<file path="src/rtl/riscv_alu_arbiter_pkg.sv">
// riscv_alu_arbiter_pkg: shared ALU defines, arbiter FSM state type and ctrl-code helpers.
// The XLEN / ALU_CTRL_* defines are the shared riscv_configs set. They sit behind that
// file's include guard so a real riscv_configs.v in the same build does not clash.
`ifndef RISCV_CONFIGS_V
`define RISCV_CONFIGS_V
`define XLEN           32
`define ALU_CTRL_ADD   4'b0000
`define ALU_CTRL_SLL   4'b0001
`define ALU_CTRL_SLT   4'b0010
`define ALU_CTRL_SLTU  4'b0011
`define ALU_CTRL_XOR   4'b0100
`define ALU_CTRL_SRL   4'b0101
`define ALU_CTRL_OR    4'b0110
`define ALU_CTRL_AND   4'b0111
`define ALU_CTRL_SUB   4'b1000
`define ALU_CTRL_SRA   4'b1101
`define ALU_CTRL_VALID(c) (((c) == `ALU_CTRL_ADD) || ((c) == `ALU_CTRL_SLL) || \
                           ((c) == `ALU_CTRL_SLT) || ((c) == `ALU_CTRL_SLTU) || \
                           ((c) == `ALU_CTRL_XOR) || ((c) == `ALU_CTRL_SRL) || \
                           ((c) == `ALU_CTRL_OR)  || ((c) == `ALU_CTRL_AND) || \
                           ((c) == `ALU_CTRL_SUB) || ((c) == `ALU_CTRL_SRA))
`endif

package riscv_alu_arbiter_pkg;

    localparam int XLEN    = `XLEN;
    localparam int SHAMT_W = $clog2(XLEN);

    localparam logic [3:0] ALU_OP_ADD  = `ALU_CTRL_ADD;
    localparam logic [3:0] ALU_OP_SLL  = `ALU_CTRL_SLL;
    localparam logic [3:0] ALU_OP_SLT  = `ALU_CTRL_SLT;
    localparam logic [3:0] ALU_OP_SLTU = `ALU_CTRL_SLTU;
    localparam logic [3:0] ALU_OP_XOR  = `ALU_CTRL_XOR;
    localparam logic [3:0] ALU_OP_SRL  = `ALU_CTRL_SRL;
    localparam logic [3:0] ALU_OP_OR   = `ALU_CTRL_OR;
    localparam logic [3:0] ALU_OP_AND  = `ALU_CTRL_AND;
    localparam logic [3:0] ALU_OP_SUB  = `ALU_CTRL_SUB;
    localparam logic [3:0] ALU_OP_SRA  = `ALU_CTRL_SRA;

    typedef enum logic [1:0] {
        ST_IDLE = 2'd0,
        ST_EXEC = 2'd1,
        ST_RESP = 2'd2
    } arb_state_e;

    // True when ctrl is one of the ten defined ALU operations.
    function automatic logic alu_ctrl_valid(input logic [3:0] ctrl);
        return `ALU_CTRL_VALID(ctrl);
    endfunction

endpackage

</file>
<file path="src/rtl/riscv_alu_arbiter_alu.sv">
// riscv_alu: purely combinational RV32 integer ALU; undefined ctrl codes yield zero.
module riscv_alu
    import riscv_alu_arbiter_pkg::*;
(
    input  logic [XLEN-1:0] i_alu_a,
    input  logic [XLEN-1:0] i_alu_b,
    input  logic [3:0]      i_alu_ctrl,
    output logic [XLEN-1:0] o_alu_result,
    output logic            o_alu_zero
);

    logic [SHAMT_W-1:0] w_shamt;

    assign w_shamt = i_alu_b[SHAMT_W-1:0];

    // Operation select; undefined codes fall to a known zero so nothing downstream sees X.
    always_comb begin
        o_alu_result = {XLEN{1'b0}};
        case (i_alu_ctrl)
            ALU_OP_ADD:  o_alu_result = i_alu_a + i_alu_b;
            ALU_OP_SUB:  o_alu_result = i_alu_a - i_alu_b;
            ALU_OP_SLL:  o_alu_result = i_alu_a << w_shamt;
            ALU_OP_SLT:  o_alu_result = {{(XLEN-1){1'b0}}, ($signed(i_alu_a) < $signed(i_alu_b))};
            ALU_OP_SLTU: o_alu_result = {{(XLEN-1){1'b0}}, (i_alu_a < i_alu_b)};
            ALU_OP_XOR:  o_alu_result = i_alu_a ^ i_alu_b;
            ALU_OP_SRL:  o_alu_result = i_alu_a >> w_shamt;
            ALU_OP_SRA:  o_alu_result = XLEN'($signed(i_alu_a) >>> w_shamt);
            ALU_OP_OR:   o_alu_result = i_alu_a | i_alu_b;
            ALU_OP_AND:  o_alu_result = i_alu_a & i_alu_b;
            default:     o_alu_result = {XLEN{1'b0}};
        endcase
    end

    assign o_alu_zero = (o_alu_result == {XLEN{1'b0}});

endmodule

</file>
<file path="src/rtl/riscv_alu_arbiter.sv">
// riscv_alu_arbiter: round-robin share of one riscv_alu between NUM_REQ requesters.
// One op in flight; IDLE grants and captures, EXEC registers the response, RESP holds it
// until the owner accepts. ALU inputs come only from the op registers.
module riscv_alu_arbiter
    import riscv_alu_arbiter_pkg::*;
#(
    parameter int NUM_REQ = 2,
    parameter int ID_W    = $clog2(NUM_REQ)
) (
    input  logic                    i_clk,
    input  logic                    i_rst,
    input  logic [NUM_REQ-1:0]      i_req_valid,
    output logic [NUM_REQ-1:0]      o_req_ready,
    input  logic [NUM_REQ*XLEN-1:0] i_req_a,
    input  logic [NUM_REQ*XLEN-1:0] i_req_b,
    input  logic [NUM_REQ*4-1:0]    i_req_ctrl,
    output logic                    o_rsp_valid,
    input  logic                    i_rsp_ready,
    output logic [ID_W-1:0]         o_rsp_id,
    output logic [XLEN-1:0]         o_rsp_result,
    output logic                    o_rsp_zero,
    output logic                    o_rsp_err,
    output logic                    o_busy
);

    arb_state_e      r_state;
    arb_state_e      w_state_next;
    logic [ID_W-1:0] r_last_grant;

    logic [XLEN-1:0] r_op_a;
    logic [XLEN-1:0] r_op_b;
    logic [3:0]      r_op_ctrl;
    logic [ID_W-1:0] r_op_id;

    logic            r_rsp_valid;
    logic [ID_W-1:0] r_rsp_id;
    logic [XLEN-1:0] r_rsp_result;
    logic            r_rsp_zero;
    logic            r_rsp_err;

    logic            w_grant_found;
    logic [ID_W-1:0] w_grant_id;
    logic            w_accept;
    logic [XLEN-1:0] w_sel_a;
    logic [XLEN-1:0] w_sel_b;
    logic [3:0]      w_sel_ctrl;

    logic [XLEN-1:0] w_alu_result;
    logic            w_op_err;
    logic [XLEN-1:0] w_clean_result;

    // Round-robin search starting one past the last grant, wrapping around.
    always_comb begin
        w_grant_found = 1'b0;
        w_grant_id    = {ID_W{1'b0}};
        for (int i = 1; i <= NUM_REQ; i++) begin
            logic [ID_W-1:0] scan_id;
            logic            hit;
            scan_id       = ID_W'((int'(r_last_grant) + i) % NUM_REQ);
            hit           = !w_grant_found && i_req_valid[scan_id];
            w_grant_id    = hit ? scan_id : w_grant_id;
            w_grant_found = w_grant_found | i_req_valid[scan_id];
        end
    end

    // Operand mux for the granted requester's slices.
    always_comb begin
        w_sel_a    = {XLEN{1'b0}};
        w_sel_b    = {XLEN{1'b0}};
        w_sel_ctrl = 4'b0000;
        for (int k = 0; k < NUM_REQ; k++) begin
            w_sel_a    = (w_grant_id == ID_W'(k)) ? i_req_a[k*XLEN +: XLEN] : w_sel_a;
            w_sel_b    = (w_grant_id == ID_W'(k)) ? i_req_b[k*XLEN +: XLEN] : w_sel_b;
            w_sel_ctrl = (w_grant_id == ID_W'(k)) ? i_req_ctrl[k*4 +: 4]    : w_sel_ctrl;
        end
    end

    // FSM state register.
    always_ff @(posedge i_clk) begin
        if (i_rst) begin
            r_state <= ST_IDLE;
        end else begin
            r_state <= w_state_next;
        end
    end

    // FSM next-state logic.
    always_comb begin
        w_state_next = r_state;
        case (r_state)
            ST_IDLE: w_state_next = w_accept ? ST_EXEC : ST_IDLE;
            ST_EXEC: w_state_next = ST_RESP;
            ST_RESP: w_state_next = i_rsp_ready ? ST_IDLE : ST_RESP;
            default: w_state_next = ST_IDLE;
        endcase
    end

    // FSM outputs: same-cycle one-hot ready in IDLE, busy outside IDLE.
    always_comb begin
        o_req_ready = {NUM_REQ{1'b0}};
        w_accept    = 1'b0;
        o_busy      = (r_state != ST_IDLE);
        if ((r_state == ST_IDLE) && w_grant_found && !i_rst) begin
            w_accept                = 1'b1;
            o_req_ready[w_grant_id] = 1'b1;
        end else begin
            w_accept = 1'b0;
        end
    end

    // Op capture on grant; these registers are the only source of ALU inputs.
    always_ff @(posedge i_clk) begin
        if (i_rst) begin
            r_op_a       <= {XLEN{1'b0}};
            r_op_b       <= {XLEN{1'b0}};
            r_op_ctrl    <= 4'b0000;
            r_op_id      <= {ID_W{1'b0}};
            r_last_grant <= ID_W'(NUM_REQ - 1);
        end else if (w_accept) begin
            r_op_a       <= w_sel_a;
            r_op_b       <= w_sel_b;
            r_op_ctrl    <= w_sel_ctrl;
            r_op_id      <= w_grant_id;
            r_last_grant <= w_grant_id;
        end
    end

    riscv_alu u_alu (
        .i_alu_a      (r_op_a),
        .i_alu_b      (r_op_b),
        .i_alu_ctrl   (r_op_ctrl),
        .o_alu_result (w_alu_result),
        .o_alu_zero   ()
    );

    // Undefined ctrl codes return zero with err set; zero flag follows the cleaned result.
    assign w_op_err       = !alu_ctrl_valid(r_op_ctrl);
    assign w_clean_result = w_op_err ? {XLEN{1'b0}} : w_alu_result;

    // Response registers: loaded in EXEC, held through RESP until the handshake.
    always_ff @(posedge i_clk) begin
        if (i_rst) begin
            r_rsp_valid  <= 1'b0;
            r_rsp_id     <= {ID_W{1'b0}};
            r_rsp_result <= {XLEN{1'b0}};
            r_rsp_zero   <= 1'b0;
            r_rsp_err    <= 1'b0;
        end else begin
            case (r_state)
                ST_EXEC: begin
                    r_rsp_valid  <= 1'b1;
                    r_rsp_id     <= r_op_id;
                    r_rsp_result <= w_clean_result;
                    r_rsp_zero   <= (w_clean_result == {XLEN{1'b0}});
                    r_rsp_err    <= w_op_err;
                end
                ST_RESP: begin
                    if (i_rsp_ready) begin
                        r_rsp_valid <= 1'b0;
                    end
                end
                default: begin
                    r_rsp_valid <= r_rsp_valid;
                end
            endcase
        end
    end

    assign o_rsp_valid  = r_rsp_valid;
    assign o_rsp_id     = r_rsp_id;
    assign o_rsp_result = r_rsp_result;
    assign o_rsp_zero   = r_rsp_zero;
    assign o_rsp_err    = r_rsp_err;

endmodule

</file>
<file path="config.mk">
export PLATFORM = sky130hd
export DESIGN_NAME = riscv_alu_arbiter
export DESIGN_NICKNAME = d
export VERILOG_FILES = /design/src/rtl/riscv_alu_arbiter_pkg.sv /design/src/rtl/riscv_alu_arbiter_alu.sv /design/src/rtl/riscv_alu_arbiter.sv
export SDC_FILE = /design/constraint.sdc
export NUM_CORES = 1
export LEC_CHECK = 0
export CORE_ASPECT_RATIO = 1.75
export CORE_MARGIN = 2
export CORE_UTILIZATION = 40
export DETAILED_ROUTE_END_ITERATION = 6
export HOLD_SLACK_MARGIN = 0.05
export SYNTH_ARGS = -nofsm -noshare
export SYNTH_HDL_FRONTEND = slang
export SYNTH_SLANG_ARGS = --single-unit
</file>
<file path="constraint.sdc">
create_clock -name i_clk -period 11.3 [get_ports i_clk]
set_input_delay 1.695 -clock i_clk [delete_from_list [all_inputs] [get_ports i_clk]]
set_output_delay 1.695 -clock i_clk [all_outputs]
set_load 0.005 [all_outputs]
</file>
==> metrics.md, run 1 <==
| Metric | Value |
|---|---|
| Register share of total power | 22.8% |
| First-pass GRT wire length | ~110000 um |
| Post-Syn Area | 14810 um^2 |
| Setup Skew | ~17 ps |
| Hold buffers post-CTS | 0 |
| Most common cell after layout, fill and taps aside | nor2_1 |
| Hold path start | o_rsp_id |
| Starting DRC count in detailed routing | 1665 |
| Skew-Pair Late Insertion Delay | 400 ps |
| Routability cong. | approximately 1.1 |
| Final critical-path required period | ~5800 ps |
| Finished Core Util | 46.44% |
| Post-route ant nets | 0 |
| Max-slew headroom | between 10% and 20% |
| Count of final setup violators | 0 |
| P&R area growth vs syn | 14.91% |
| Max Freq | 172.8 MHz |
| Worst vdd ir | approximately 0.16 mV |
| Reg clk slew, reported paths | 80 ps |
| Worst Hold Class | register to register |
| Critical setup path kind | register to register |
| Status | finished with violations |
| Drt total wl | roughly 74000 um |
| Failing checks | design-rule violations |
| Clock share of power | ~14% |
| Antenna violations before repair | 1 |
| Synth warnings | 0 |
| Crit Path Max Fanout | 65 |
| Seq/Total Area, Yosys | between 10 and 15% |
| Core box area | between 30000 and 40000 um^2 |
| Post-route insts no fill | 2448 |
| CTS tree | done |
| Clk buf depth | 2 |
| Antenna diode count | 0 |
| Drt wl/cell | approximately 30 um |
| Vias per cell | approximately 6.7 |
| Reg2reg setup slack | approximately 5500 ps |
| Post-synth EDFFs | 0 |
| Sw Pwr | ~1.2 mW |
| DP Wirelength | about 56000 um |
| Die width | around 150 um |
| GR Util met3 | under 10% |
| Largest stage delay on the critical path | ~900 ps |
| Met2 Track Usage GR | 64.05% |
| Net Sw Frac | 51.56% |
| Fin Hold WS | approximately 450 ps |
| Vias | about 16000 |
| Clock buffer count from CTS | 9 |
| Layout cells sized above 1 | 9.529% |
| Postcts setup bufs | 0 |
| Syn_nets | between 2000 and 2500 |
| Row cnt | between 90 and 100 |
| Most frequent cells in the layout | nor2_1, clkdlybuf4s50_1, nand2_1 |
| CP bufs+invs | 1 |
| GRT overflow | 0 |
| Met1 usage | 43.07% |
| Startpoint Class | register |
| DIE HEIGHT | 258.6 um |
| Comb pwr share | a little over three fifths |
| Residual DRC | 1 |
| First drt pass iteration count | 7 |
| Crit-path slowest cell | dfxtp_4 |
| Ys async rst share | 0% |
| Critical path required time | between 10000 and 15000 ps |
| Post-Synthesis Cells | roughly 1900 |
| Top delay family on crit path | simple AND/OR/NAND/NOR gates |
| Nets | approximately 2200 |
| Max-Cap Viols | 0 |
| Final Hold Vio Count | 0 |
| RR Startpoint | r_op_b[1] |
| Die area | just under 40000 um^2 |
| # fillers | about 3800 |
| Pleak | between 6 and 7 nW |
| DP Cell Count | ~2400 |
| Root buffer cell | clkbuf_16 |
| RSZ-0062 raised after global routing | no |
| Setup TNS | 0 ps |
| I/O pin cnt | between 150 and 200 |
| IO buf count | 179 |
| Most used cell, CP | nor4_1 |
| GR peak layer | met2 |
| Max Transition Viols Final | 0 |
| Worst Path Arrival | approximately 6100 ps |
| H-tree depth | 3 |
| Number of global-route vias before repair | roughly 16000 |
| Power Density | 136.3 nW/um^2 |
| Register bit total from synthesis | roughly 110 |
| Initial Util | about two fifths |
| Final period util | about half |
| GRT Overall Usage | a little under two fifths |
| Design Power | 2.320 mW |
| Clk sinks | between 100 and 150 |
| CP Cell Sequence | buf_4 > mux4_2 > mux2i_1 > o22ai_1 > nor4_1 > o22ai_1 > nor4_1 > nand4_1 > or4_1 > nor4_1 > nand4_1 > o21ai_1 |
| Post-CTS Resized | 0 |
| Critical path origin | r_op_b[1] |
| Largest net degree at the start of global routing | 79 |
| Mean Syn Cell Area | approximately 7.7 um^2 |
| Prevailing post-synth register cell | dfxtp_1 |
| Pint | around 1.1 mW |
| Setup crit end kind | register |
| Worst-Margin Slew | around 1300 ps |
| Yosys cell types | between 80 and 90 |
power by group through the flow:
| stage | clock [mW] | combinational, mW | sequential, mW |
|---|---|---|---|
| after CTS | 0.343 | 1.42 | 0.526 |
| after global routing | 0.350 | 1.55 | 0.535 |
| after detailed placement | 0 | 1.42 | 0.535 |
| after floorplan | 0 | 0.962 | 0.471 |
| final | 0.333 | 1.46 | 0.529 |
| after global placement | 0 | 1.42 | 0.534 |
metrics by stage:
| step | worst slack [ps] | cell area [um^2] |
|---|---|---|
| after global placement | 5671 | 16750 |
| after floorplan | 6787 | 14810 |
| after detailed placement | 5706 | 16750 |
| after global routing | 5324 | 17020 |
| after CTS | 5676 | 17020 |
| final | 5513 | 17020 |
metal layers:
metal | routed length [um] | vias up
li1 | - | 7335
met1 | 26670 | 7910
met2 | 36160 | 889
met3 | 4866 | 246
met4 | 5849 | 0
met5 | 0 | -
worst reg2reg max path, cell delays in order, from the launching register on:
cell and delay (ps):
dfxtp_4 910, buf_4 870, mux4_2 690, mux2i_1 180, o22ai_1 170, nor4_1 570
o22ai_1 230, nor4_1 430, nand4_1 170, or4_1 610, nor4_1 570, nand4_1 180
o21ai_1 150
registers in the layout, summed over array words and instances (netlist names):
name / count
r_op_id: 1
r_last_grant: 1
r_op_a: 32
r_op_b: 32
o_rsp_err: 1
r_state: 2
o_rsp_id: 1
o_rsp_result: 32
o_rsp_zero: 1
o_rsp_valid: 1
r_op_ctrl: 4
cell usage after synthesis (21+ instances only):
| cell type | count | area (um^2) |
|---|---|---|
| clkbuf_1 | 137 | 514.2 |
| nor2_1 | 237 | 889.6 |
| inv_1 | 87 | 326.6 |
| o31ai_1 | 28 | 210.2 |
| mux2i_1 | 122 | 1221 |
| nor3_1 | 48 | 240.2 |
| buf_1 | 25 | 93.84 |
| nor4_1 | 23 | 143.9 |
| a21oi_1 | 114 | 570.6 |
| o211ai_1 | 31 | 232.7 |
| a211oi_1 | 123 | 923.4 |
| ha_1 | 97 | 1214 |
| o21ai_0 | 86 | 430.4 |
| nand3_1 | 37 | 185.2 |
| o22ai_1 | 21 | 131.4 |
| dfxtp_1 | 108 | 2162 |
| nand2_1 | 131 | 491.7 |
| mux4_2 | 74 | 1667 |
| a31oi_1 | 23 | 143.9 |
logic make-up after synthesis:
kind of cell               share of synthesized area (%)
and+or+nand+nor                                    19.86
AOI/OAI and AO/OA                                  27.07
buffers and inverters                              7.914
muxes                                              21.04
DFF                                                14.59
adders and majority gates                          8.463
xor gates and xnor gates                           1.064
path summary, 6_finish.rpt:
kind / end / cells after the start
worst min register to register: o_rsp_id / 2
worst min-delay path: o_rsp_id / 2
worst max-delay path: o_rsp_zero / 12
worst max register to register: o_rsp_zero / 12
layout make-up:
cell class              count  area (um^2)  area share [%]
multi-input cells        1535        11530           67.71
well taps                 475        594.3           3.491
inverters                  92        345.3           2.029
flip-flops and latches    108         2173           12.77
clock buffers              11        232.7           1.367
repair buffers            222         2112           12.41
clock inverters             5        38.79          0.2279
Power figures use the tool's default switching activity.
==> inputs of run 2 (changes only) <==
clock period = 4.96 ns   (was 11.3 ns; I/O delays follow)
==> run 2 against run 1 <==
Against the previous run: the run now ends clean; count of clock-buffer cells in the layout fell by 1; critical path type unchanged; core utilization rose by 2.2 points; non-clock buffer count rose by 94; first-iteration DRC count fell by 16%.
==> metrics.md, run 2 (same netlist as run 1, synthesis figures left out) <==
| Metric | Value |
|---|---|
| Antenna violations before repair | 2 (was 1) |
| Nets | 2302 (was 2208) |
| Crit Path Max Fanout | 5 (was 65) |
| Power Density | 313.4 nW/um^2 (was 136.3 nW/um^2) |
| Pleak | 6.740 nW (was 6.241 nW) |
| Critical path required time | 5290 ps (was 11630 ps) |
| Row cnt | 93 (unchanged) |
| GRT Overall Usage | 38.54% (was 37.58%) |
| Status | complete, no violations (was finished with violations) |
| Vias per cell | 6.670 (was 6.691) |
| P&R area growth vs syn | 20.43% (was 14.91%) |
| Reg clk slew, reported paths | 90 ps (was 80 ps) |
| Skew-Pair Late Insertion Delay | 400 ps (about the same) |
| Clk buf depth | 2 (unchanged) |
| Layout cells sized above 1 | 13.69% (was 9.529%) |
| Hold buffers post-CTS | 0 (unchanged) |
| Most common cell after layout, fill and taps aside | nor2_1 (unchanged) |
| Critical setup path kind | register to register (unchanged) |
| Vias | 16954 (was 16380) |
| Drt total wl | 75320 um (was 73540 um) |
| First drt pass iteration count | 5 (was 7) |
| Core box area | 36650 um^2 (unchanged) |
| Clock buffer count from CTS | 9 (unchanged) |
| Max Transition Viols Final | 0 (unchanged) |
| Postcts setup bufs | 0 (unchanged) |
| DP Wirelength | 58890 um (was 56370 um) |
| Worst Path Arrival | 5030 ps (was 6120 ps) |
| Setup crit end kind | register (unchanged) |
| Setup TNS | 0 ps (unchanged) |
| I/O pin cnt | 180 (unchanged) |
| Die width | 149.5 um (unchanged) |
| Largest net degree at the start of global routing | 75 (was 79) |
| Final period util | 94.72% (was 51.21%) |
| First-pass GRT wire length | 109700 um (was 106700 um) |
| Final Hold Vio Count | 0 (unchanged) |
| Antenna diode count | 0 (unchanged) |
| Final critical-path required period | 4698 ps (was 5787 ps) |
| Setup Skew | 16.68 ps (was 16.57 ps) |
| Post-route ant nets | 0 (unchanged) |
| DIE HEIGHT | 258.6 um (unchanged) |
| CTS tree | done (unchanged) |
| IO buf count | 179 (unchanged) |
| Count of final setup violators | 0 (unchanged) |
| Post-CTS Resized | 0 (unchanged) |
| Number of global-route vias before repair | 16455 (was 15795) |
| Max-Cap Viols | 0 (unchanged) |
| Drt wl/cell | 29.63 um (was 30.04 um) |
| Worst Hold Class | register to register (unchanged) |
| Routability cong. | 1.078 (was 1.085) |
| Worst-Margin Slew | 996.5 ps (was 1336 ps) |
| Max-slew headroom | 32.66% (was 10.11%) |
| Residual DRC | 0 (was 1) |
| H-tree depth | 3 (unchanged) |
| Initial Util | 40.42% (unchanged) |
| RSZ-0062 raised after global routing | no (unchanged) |
| GRT overflow | 0 (unchanged) |
| Most frequent cells in the layout | nor2_1, clkdlybuf4s50_1, nand2_1 (unchanged) |
| Root buffer cell | clkbuf_16 (unchanged) |
| Design Power | 5.591 mW (was 2.320 mW) |
| Starting DRC count in detailed routing | 1397 (was 1665) |
| Die area | 38650 um^2 (unchanged) |
| Worst vdd ir | 0.2635 mV (was 0.1562 mV) |
| Clk sinks | 108 (unchanged) |
| Startpoint Class | register (unchanged) |
| Max Freq | 212.8 MHz (was 172.8 MHz) |
run 2: stage by stage:
stage / utilization [%] / worst slack, ps / hold WS [ps] / std cells / instance area (um^2)
2_1_floorplan: - / 447.3 / 432.1 / 1929 / 14810
3_3_place_gp: 47.90 / 305.9 / 442.4 / 2526 / 17560
3_5_place_dp: 47.90 / 464.2 / 444.0 / 2526 / 17560
4_1_cts: 48.67 / 419.9 / 455.2 / 2542 / 17840
5_1_grt: 48.67 / 187.5 / 465.8 / 2542 / 17840
6_report: 48.67 / 261.8 / 451.3 / 2542 / 17840
run 2: where the power goes:
group	leakage (nW)	switching, mW	internal, mW
registers	0.896	0.154	0.973
clock network	0.140	0.429	0.360
logic	5.70	2.25	1.42
run 2: layout make-up:
type / count / area (um^2)
flip-flops and latches: 108 / 2173
multi-input cells: 1535 / 11510
clock buffers: 10 / 239.0
fillers: 3709 / 18810
inverters: 92 / 345.3
repair buffers: 316 / 2930
clock inverters: 6 / 43.79
well taps: 475 / 594.3
run 2: worst max-delay path, stage by stage, from the launching register on:
cell and delay, ps:
dfxtp_4 360, inv_1 310, ha_1 360, nor2_1 190
o311ai_1 110, buf_4 170, a211oi_1 540, o311ai_0 450
and4_1 320, nor3_1 400, nand4_1 150, or4_1 520
nor4_1 470, nand4_1 140, o21ai_1 140
run 2: per-layer routing:
metal | up-vias | part of all wire, % | GRT usage (%)
li1 | 7517 | - | -
met1 | 8148 | 36 | 44.24
met2 | 983 | 48 | 63.89
met5 | - | 0.050 | 0
met4 | 4 | 8.9 | 28.84
met3 | 302 | 7.1 | 6.109
run 2: worst paths after layout:
path	end	cells past startpoint	startpoint	slack [ps]
min reg2reg	o_rsp_err	2	o_rsp_err	450
max reg2reg	o_rsp_zero	14	r_op_b[1]	260
min	o_rsp_err	2	o_rsp_err	450
max	o_rsp_zero	14	r_op_b[1]	260
